### config.mk
export PLATFORM = sky130hd
export DESIGN_NAME = autoconfig_master_flat
export DESIGN_NICKNAME = d
export VERILOG_FILES = /design/src/rtl/autoconfig_master_pkg.sv /design/src/rtl/autoconfig_master_if.sv /design/src/rtl/autoconfig_alloc.sv /design/src/rtl/autoconfig_master.sv /design/src/flat_wrapper.sv
export SDC_FILE = /design/constraint.sdc
export NUM_CORES = 1
export LEC_CHECK = 0
export CELL_PAD_IN_SITES_DETAIL_PLACEMENT = 2
export CELL_PAD_IN_SITES_GLOBAL_PLACEMENT = 2
export CORE_MARGIN = 4
export CORE_UTILIZATION = 30
export DETAILED_ROUTE_END_ITERATION = 7
export PLACE_DENSITY = 0.86
export SLEW_MARGIN = 5
export SYNTH_ARGS = -nofsm -noshare
export SYNTH_HDL_FRONTEND = slang
export SYNTH_SLANG_ARGS = --single-unit
### constraint.sdc
create_clock -name CLK -period 4.18 [get_ports CLK]
set_input_delay 0.836 -clock CLK [delete_from_list [all_inputs] [get_ports CLK]]
set_output_delay 0.836 -clock CLK [all_outputs]
set_load 0.02 [all_outputs]
### src/rtl/autoconfig_master_pkg.sv
// Shared AutoConfig definitions: master FSM states, Zorro II AutoConfig register map,
// address-space limits and the board size-code table.
package autoconfig_master_pkg;

    typedef enum logic [3:0] {
        ST_IDLE,
        ST_RD_TYPE,
        ST_RD_SIZE,
        ST_ALLOC,
        ST_WR_LO,
        ST_WR_HI,
        ST_WR_SHUT,
        ST_NEXT,
        ST_DONE
    } ac_state_t;

    localparam logic [23:0] AC_BASE         = 24'hE8_0000;
    localparam logic [7:0]  AC_REG_TYPE     = 8'h00;
    localparam logic [7:0]  AC_REG_SIZE     = 8'h02;
    localparam logic [7:0]  AC_REG_BASE_HI  = 8'h48;
    localparam logic [7:0]  AC_REG_BASE_LO  = 8'h4A;
    localparam logic [7:0]  AC_REG_SHUT     = 8'h4C;

    // Zorro II expansion space in 64K units: $200000 up to (not including) $A00000.
    localparam logic [7:0]  SPACE_LO        = 8'h20;
    localparam logic [8:0]  SPACE_HI        = 9'h0A0;

    localparam logic [7:0]  SIZE_UNITS [8] = '{8'd128, 8'd1, 8'd2, 8'd4,
                                               8'd8,   8'd16, 8'd32, 8'd64};

    function automatic logic [7:0] size_units(input logic [2:0] code);
        return SIZE_UNITS[code];
    endfunction

    function automatic logic [23:0] ac_addr(input logic [7:0] off);
        return AC_BASE | {16'h0000, off};
    endfunction

endpackage

### src/rtl/autoconfig_master_if.sv
// Bus-engine handshake between the AutoConfig master and the Zorro II cycle generator.
interface autoconfig_master_if;

    logic        bus_req;
    logic        bus_rw;
    logic [23:0] bus_addr;
    logic [3:0]  bus_wdata;
    logic        bus_ack;
    logic [3:0]  bus_rdata;

    modport master (
        output bus_req,
        output bus_rw,
        output bus_addr,
        output bus_wdata,
        input  bus_ack,
        input  bus_rdata
    );

    modport slave (
        input  bus_req,
        input  bus_rw,
        input  bus_addr,
        input  bus_wdata,
        output bus_ack,
        output bus_rdata
    );

endinterface

### src/rtl/autoconfig_alloc.sv
// Combinational allocator: decodes the size code, aligns the pointer to the board size
// and checks the result still fits below the top of expansion space.
module autoconfig_alloc
    import autoconfig_master_pkg::*;
(
    input  logic [7:0] ptr,
    input  logic [2:0] size_code,
    output logic [7:0] base,
    output logic [7:0] size,
    output logic       fit
);

    logic [8:0] size9;
    logic [8:0] mask9;
    logic [8:0] base9;
    logic [8:0] end9;

    always_comb begin
        size9 = {1'b0, size_units(size_code)};
        mask9 = size9 - 9'd1;
        base9 = ({1'b0, ptr} + mask9) & ~mask9;
        end9  = base9 + size9;
        base  = base9[7:0];
        size  = size9[7:0];
        fit   = (end9 <= SPACE_HI);
        // An 8MB board only fits as the very first allocation, at the bottom of the space.
        if (size_code == 3'd0) begin
            base = SPACE_LO;
            fit  = (ptr == SPACE_LO);
        end
    end

endmodule

### src/rtl/autoconfig_master.sv
// Zorro II AutoConfig master: walks the _CONFIGIN chain, reads each board's type/size,
// assigns a base address or shuts the board up, and reports the resulting map.
//
// state      | meaning
// IDLE       | waiting for start, _cfgout high
// RD_TYPE    | read er_Type nibble at $E80000
// RD_SIZE    | read size nibble at $E80002
// ALLOC      | one-cycle alignment and fit check
// WR_LO      | write base[3:0] to $E8004A
// WR_HI      | write base[7:4] to $E80048, board assigned
// WR_SHUT    | write $0 to $E8004C, board shut up
// NEXT       | decide whether to probe another board
// DONE       | run finished, results held until next start
module autoconfig_master
    import autoconfig_master_pkg::*;
#(
    parameter int TIMEOUT    = 64,
    parameter int MAX_BOARDS = 8
) (
    input  logic                CLK,
    input  logic                _RST,
    input  logic                start,
    autoconfig_master_if.master bus,
    output logic                _cfgout,
    output logic                busy,
    output logic                done,
    output logic                cfg_we,
    output logic [7:0]          cfg_base,
    output logic [7:0]          cfg_size,
    output logic [2:0]          cfg_idx,
    output logic [3:0]          n_boards,
    output logic [3:0]          n_shut,
    output logic [7:0]          mem_top
);

    localparam int             TW       = (TIMEOUT > 1) ? $clog2(TIMEOUT) : 1;
    localparam logic [TW-1:0]  TMR_LOAD = TW'(TIMEOUT - 1);
    localparam logic [4:0]     MAX_CNT  = 5'(MAX_BOARDS);

    ac_state_t     state_q, state_nxt;
    logic          req_q, req_nxt;
    logic [TW-1:0] tmr_q, tmr_nxt;
    logic [7:0]    ptr_q, ptr_nxt;
    logic [3:0]    nb_q, nb_nxt;
    logic [3:0]    ns_q, ns_nxt;
    logic [2:0]    code_q, code_nxt;
    logic [7:0]    base_q, base_nxt;
    logic [7:0]    size_q, size_nxt;
    logic          cfg_we_q, cfg_we_nxt;
    logic [7:0]    cfg_base_q, cfg_base_nxt;
    logic [7:0]    cfg_size_q, cfg_size_nxt;
    logic [2:0]    cfg_idx_q, cfg_idx_nxt;

    logic          bus_state;
    logic          ack_hit;
    logic          tmo_hit;
    logic [23:0]   addr_c;
    logic          rw_c;
    logic [3:0]    wdata_c;

    logic [7:0]    al_base;
    logic [7:0]    al_size;
    logic          al_fit;

    autoconfig_alloc u_alloc (
        .ptr       (ptr_q),
        .size_code (code_q),
        .base      (al_base),
        .size      (al_size),
        .fit       (al_fit)
    );

    always_ff @(posedge CLK or negedge _RST) begin
        if (!_RST) begin
            state_q    <= ST_IDLE;
            req_q      <= 1'b0;
            tmr_q      <= '0;
            ptr_q      <= SPACE_LO;
            nb_q       <= 4'd0;
            ns_q       <= 4'd0;
            code_q     <= 3'd0;
            base_q     <= 8'd0;
            size_q     <= 8'd0;
            cfg_we_q   <= 1'b0;
            cfg_base_q <= 8'd0;
            cfg_size_q <= 8'd0;
            cfg_idx_q  <= 3'd0;
        end else begin
            state_q    <= state_nxt;
            req_q      <= req_nxt;
            tmr_q      <= tmr_nxt;
            ptr_q      <= ptr_nxt;
            nb_q       <= nb_nxt;
            ns_q       <= ns_nxt;
            code_q     <= code_nxt;
            base_q     <= base_nxt;
            size_q     <= size_nxt;
            cfg_we_q   <= cfg_we_nxt;
            cfg_base_q <= cfg_base_nxt;
            cfg_size_q <= cfg_size_nxt;
            cfg_idx_q  <= cfg_idx_nxt;
        end
    end

    always_comb begin
        state_nxt    = state_q;
        req_nxt      = req_q;
        tmr_nxt      = tmr_q;
        ptr_nxt      = ptr_q;
        nb_nxt       = nb_q;
        ns_nxt       = ns_q;
        code_nxt     = code_q;
        base_nxt     = base_q;
        size_nxt     = size_q;
        cfg_we_nxt   = 1'b0;
        cfg_base_nxt = cfg_base_q;
        cfg_size_nxt = cfg_size_q;
        cfg_idx_nxt  = cfg_idx_q;

        bus_state = state_q inside {ST_RD_TYPE, ST_RD_SIZE, ST_WR_LO, ST_WR_HI, ST_WR_SHUT};
        ack_hit   = req_q & bus.bus_ack;
        tmo_hit   = req_q & ~bus.bus_ack & (tmr_q == '0);

        // Every bus state enters with req low, so a launch always follows a quiet cycle.
        if (bus_state) begin
            if (!req_q) begin
                req_nxt = 1'b1;
                tmr_nxt = TMR_LOAD;
            end else if (ack_hit || tmo_hit) begin
                req_nxt = 1'b0;
            end else begin
                tmr_nxt = tmr_q - 1'b1;
            end
        end

        case (state_q)
            ST_IDLE, ST_DONE: begin
                if (start) begin
                    state_nxt = ST_RD_TYPE;
                    ptr_nxt   = SPACE_LO;
                    nb_nxt    = 4'd0;
                    ns_nxt    = 4'd0;
                end
            end
            ST_RD_TYPE: begin
                if (tmo_hit) begin
                    state_nxt = ST_DONE;
                end else if (ack_hit) begin
                    state_nxt = (bus.bus_rdata[3:2] == 2'b11) ? ST_RD_SIZE : ST_WR_SHUT;
                end
            end
            ST_RD_SIZE: begin
                if (tmo_hit) begin
                    state_nxt = ST_DONE;
                end else if (ack_hit) begin
                    code_nxt  = bus.bus_rdata[2:0];
                    state_nxt = ST_ALLOC;
                end
            end
            ST_ALLOC: begin
                base_nxt  = al_base;
                size_nxt  = al_size;
                state_nxt = al_fit ? ST_WR_LO : ST_WR_SHUT;
            end
            ST_WR_LO: begin
                if (tmo_hit) begin
                    state_nxt = ST_DONE;
                end else if (ack_hit) begin
                    state_nxt = ST_WR_HI;
                end
            end
            ST_WR_HI: begin
                if (tmo_hit) begin
                    state_nxt = ST_DONE;
                end else if (ack_hit) begin
                    cfg_we_nxt   = 1'b1;
                    cfg_base_nxt = base_q;
                    cfg_size_nxt = size_q;
                    cfg_idx_nxt  = nb_q[2:0];
                    ptr_nxt      = base_q + size_q;
                    nb_nxt       = nb_q + 4'd1;
                    state_nxt    = ST_NEXT;
                end
            end
            ST_WR_SHUT: begin
                if (tmo_hit) begin
                    state_nxt = ST_DONE;
                end else if (ack_hit) begin
                    ns_nxt    = ns_q + 4'd1;
                    state_nxt = ST_NEXT;
                end
            end
            ST_NEXT: begin
                state_nxt = (({1'b0, nb_q} + {1'b0, ns_q}) == MAX_CNT) ? ST_DONE : ST_RD_TYPE;
            end
            default: state_nxt = ST_IDLE;
        endcase
    end

    always_comb begin
        addr_c  = ac_addr(AC_REG_TYPE);
        rw_c    = 1'b1;
        wdata_c = 4'h0;
        case (state_q)
            ST_RD_SIZE: addr_c = ac_addr(AC_REG_SIZE);
            ST_WR_LO: begin
                addr_c  = ac_addr(AC_REG_BASE_LO);
                rw_c    = 1'b0;
                wdata_c = base_q[3:0];
            end
            ST_WR_HI: begin
                addr_c  = ac_addr(AC_REG_BASE_HI);
                rw_c    = 1'b0;
                wdata_c = base_q[7:4];
            end
            ST_WR_SHUT: begin
                addr_c  = ac_addr(AC_REG_SHUT);
                rw_c    = 1'b0;
            end
            default: ;
        endcase
    end

    assign bus.bus_req   = req_q;
    assign bus.bus_rw    = rw_c;
    assign bus.bus_addr  = addr_c;
    assign bus.bus_wdata = wdata_c;

    assign done     = (state_q == ST_DONE);
    assign busy     = (state_q != ST_IDLE) && (state_q != ST_DONE);
    assign _cfgout  = (state_q == ST_IDLE);
    assign cfg_we   = cfg_we_q;
    assign cfg_base = cfg_base_q;
    assign cfg_size = cfg_size_q;
    assign cfg_idx  = cfg_idx_q;
    assign n_boards = nb_q;
    assign n_shut   = ns_q;
    assign mem_top  = ptr_q;

endmodule

### src/flat_wrapper.sv
// flat-port wrapper written by rule: the top's interface ports become plain ports
module autoconfig_master_flat import autoconfig_master_pkg::*;
#(
    parameter int TIMEOUT    = 64,
    parameter int MAX_BOARDS = 8
)
  (CLK, _RST, start, _cfgout, busy, done, cfg_we, cfg_base, cfg_size, cfg_idx, n_boards, n_shut, mem_top, bus_bus_req, bus_bus_rw, bus_bus_addr, bus_bus_wdata, bus_bus_ack, bus_bus_rdata);
  autoconfig_master_if bus_i ();
  input  logic CLK;
  input  logic _RST;
  input  logic start;
  output logic _cfgout;
  output logic busy;
  output logic done;
  output logic cfg_we;
  output logic [7:0] cfg_base;
  output logic [7:0] cfg_size;
  output logic [2:0] cfg_idx;
  output logic [3:0] n_boards;
  output logic [3:0] n_shut;
  output logic [7:0] mem_top;
  output wire logic [$bits(bus_i.bus_req)-1:0] bus_bus_req;
  output wire logic [$bits(bus_i.bus_rw)-1:0] bus_bus_rw;
  output wire logic [$bits(bus_i.bus_addr)-1:0] bus_bus_addr;
  output wire logic [$bits(bus_i.bus_wdata)-1:0] bus_bus_wdata;
  input wire logic [$bits(bus_i.bus_ack)-1:0] bus_bus_ack;
  input wire logic [$bits(bus_i.bus_rdata)-1:0] bus_bus_rdata;
  assign bus_bus_req = bus_i.bus_req;
  assign bus_bus_rw = bus_i.bus_rw;
  assign bus_bus_addr = bus_i.bus_addr;
  assign bus_bus_wdata = bus_i.bus_wdata;
  assign bus_i.bus_ack = bus_bus_ack;
  assign bus_i.bus_rdata = bus_bus_rdata;
  autoconfig_master #(.TIMEOUT(TIMEOUT), .MAX_BOARDS(MAX_BOARDS)) u_core (.CLK(CLK), ._RST(_RST), .start(start), .bus(bus_i), ._cfgout(_cfgout), .busy(busy), .done(done), .cfg_we(cfg_we), .cfg_base(cfg_base), .cfg_size(cfg_size), .cfg_idx(cfg_idx), .n_boards(n_boards), .n_shut(n_shut), .mem_top(mem_top));
endmodule
==> flow_summary_export.csv <==
group,metric,value,unit
sta,period_share,105,%
grt,antenna_found_initial,0,
finish,insertedDiodeCount,0,
worst_setup_path,reg2reg_to,"u_core.state_q[1]$_DFFE_PN0P_",
routing,routed_wl,18000,µm
finish,layout_common_cells,"64 x dfrtp_1, 55 x clkdlybuf4s50_1, 45 x buf_4",
hold_path,hp-class,"reg2reg",
worst_setup_path,endpoint_kind,"flop",
floorplan,die_x,129,µm
worst_setup_path,worstPathCellList,"or3b_4 -> ha_4 -> buf_4 -> fa_1 -> nand2b_1 -> nand2b_1 -> a21oi_1 -> xor2_1 -> nor2_2 -> ha_1 -> or3_1 -> o21ai_2 -> buf_4 -> a21oi_1 -> a21oi_1 -> o21ai_0 -> xor2_1 -> o31ai_1",
status,violations,"setup timing",
grt,groute.usage.overall,22.0,%
run,maxCapViolations,0,
logic_synthesis,synth_edf_count,0,
clock_tree,htree_levels,3,
clock_tree,cts_root_buffer,"clkbuf_16",
routing,wire_per_inst,24.4,µm
sta,finalSetupViolations,1,
worst_setup_path,reg2reg_slack,-220,ps
floorplan,die_h,129,µm
hold_path,hold_depth,1,
grt,grt_pass1_vias,4632,
logic_synthesis,yosys_most_used_dff,"dfrtp_1",
hold_path,whs_endpoint,"u_core.cfg_size[2]$_DFFE_PN0P_",
sta,setup_ws,-218,ps
placement,io_buffers,56,
sta,rsz0062_at_grt,"true",
floorplan,dieArea,0.0167,mm²
sta,drv_slew,0,
sta,max_freq,227,MHz
logic_synthesis,synthArstFlopShare,100,%
logic_synthesis,ys_ff_latch,66,
logic_synthesis,ys_warn_count,0,
sta,tightest_slew,764,ps
worst_setup_path,regToRegStartpoint,"u_core.code_q[2]$_DFFE_PN0P_",
clock_tree,ctsHoldBuffers,0,
routing,drt_iter0_drc,192,
worst_setup_path,worstSetupPathType,"reg2reg",
worst_setup_path,crit_top_cell,"a21oi_1",
routing,drt-vias-per-instance,5.49,
floorplan,start_util,30.5,%
sta,hold_viol,0,
finish,synthToLayoutAreaGrowth,34.0,%
worst_setup_path,critical_path_arrival,4660,ps
worst_setup_path,critical_path.slowest_cell,"fa_1",
grt,grt_max_degree,35,
clock_tree,numCtsBuffers,9,
floorplan,rows,44,
floorplan,core_area,0.0145,mm²
worst_setup_path,path_max_fanout,4,
worst_setup_path,cpLargestDelayFamily,"simple AND/OR/NAND/NOR gates",
logic_synthesis,synth-seq-area-share,37.4,%
worst_setup_path,rr_worst_depth,18,
hold_path,min_from,"u_core.cfg_size[2]$_DFFE_PN0P_",
floorplan,ios,77,
routing,vias,4052,
sta,skew,13.9,ps
placement,dp_hpwl,12100,µm
sta,hold_slack,516,ps
clock_tree,cts_tree,"built",
routing,drt_pass1_iterations,4,
worst_setup_path,cp_num_buf_inv,2,
grt,overflow,0,
clock_tree,clk_latency,360,ps
placement,globalplace.congestion,0.832,
clock_tree,cts_buffer_depth,2,
logic_synthesis,avgSynthCellArea,9.69,µm²
clock_tree,cts.sink_count,66,
status,status,"finished, violations left",
sta,finalCriticalPeriod,4400,ps
worst_setup_path,crit_required,4440,ps
routing,drtAntennaViolNets,0,
worst_setup_path,crit_start,"u_core.code_q[2]$_DFFE_PN0P_",
logic_synthesis,synth_cell_types,61,
clock_tree,clk_pin_slew,70,ps
logic_synthesis,synthCells,456,
grt,grt_pass1_wl,27500,µm
worst_setup_path,cp-start-kind,"flop",
finish,drive_gt1_share,24.2,%
finish,final_common_cell,"dfrtp_1",
finish,fin_nets,593,
sta,slew_headroom,48.9,%
logic_synthesis,syn_area,0.00442,mm²
routing,drcViolationCount,0,
worst_setup_path,cpPeakStageDelay,480,ps
-- sequential cells by signal, indices dropped and copies added, names as in the netlist --
register,cells
u_core.base_q,8
u_core.cfg_base,8
u_core.cfg_size,8
u_core.mem_top,8
u_core.size_q,8
u_core.tmr_q,6
u_core.n_boards,4
u_core.n_shut,4
u_core.state_q,4
u_core.cfg_idx,3
u_core.code_q,3
u_core.bus.bus_req,1
u_core.cfg_we,1
-- worst max path at each step --
stage,end,slack [ps],cells past startpoint
after global routing,u_core.state_q[1]$_DFFE_PN0P_,-380,17
after CTS,u_core.state_q[1]$_DFFE_PN0P_,-70,18
after global placement,u_core.state_q[1]$_DFFE_PN0P_,-8,18
final,u_core.state_q[1]$_DFFE_PN0P_,-220,18
after detailed placement,u_core.state_q[1]$_DFFE_PN0P_,-220,20
after floorplan,u_core.state_q[1]$_DFFE_PN0P_,-40,20
-- routing by layer --
metal | GRT usage, % | vias up | part of all wire (%) | wire length (µm)
met5 | 0 | - | 0 | 0
met4 | 11.9 | 0 | 6.1 | 1100
met3 | 3.67 | 72 | 4.5 | 812
met2 | 40.2 | 157 | 52 | 9400
met1 | 24.1 | 2050 | 37 | 6700
li1 | - | 1773 | - | -
-- synthesized netlist by cell type (13+ instances only) --
cell type	instances	area (µm²)
dfrtp_1	65	1630
nor2_1	40	150
nor3_1	13	65.1
clkbuf_1	14	52.6
a22o_1	14	123
xor2_1	18	158
inv_1	21	78.8
a21oi_1	21	105
ha_1	33	413
nand2_1	32	120
mux2_2	29	327
o21ai_0	20	100
buf_4	21	158
-- area by class of cell --
cell class | instances | area, µm²
clock buffer | 10 | 239
clock inverter | 6 | 65.1
fill | 1557 | 8560
inverter | 21 | 78.8
multi-input combinational | 349 | 2740
sequential | 66 | 1650
tap | 184 | 230
timing repair buffer | 102 | 913
-- per-stage QoR --
stage	TNS (ps)	instance area, µm²	instances	setup slack [ps]	util [%]
3_3_place_gp	-7.75	5430	715	-7.75	37.5
4_1_cts	-71.2	5890	738	-71.2	40.6
3_5_place_dp	-222	5430	715	-222	37.5
2_1_floorplan	-39.5	4590	474	-39.5	-
6_report	-218	5920	738	-218	40.9
5_1_grt	-381	5920	738	-381	40.9
-- kinds of logic (layout without fill, tap and decap cells) --
logic type | count (synthesis) | count (layout) | synth area share [%]
compound gates | 93 | 93 | 14.6
xor+xnor | 28 | 28 | 5.55
fa+ha+maj | 36 | 36 | 10.7
buf+inv | 59 | 139 | 6.85
flops | 66 | 66 | 37.4
mux | 34 | 34 | 8.52
other cells | 2 | 20 | 0.170
simple gates | 138 | 138 | 16.2
-- what timing repair did --
action	CTS	global route
gates cloned	0	0
gates resized for setup	18	6
setup endpoints to repair	1	1
pin swaps	16	3
buffers inserted	7	0
Power is not shown: default switching activity piles up to over one toggle a cycle in this logic, so the estimate is an artifact.
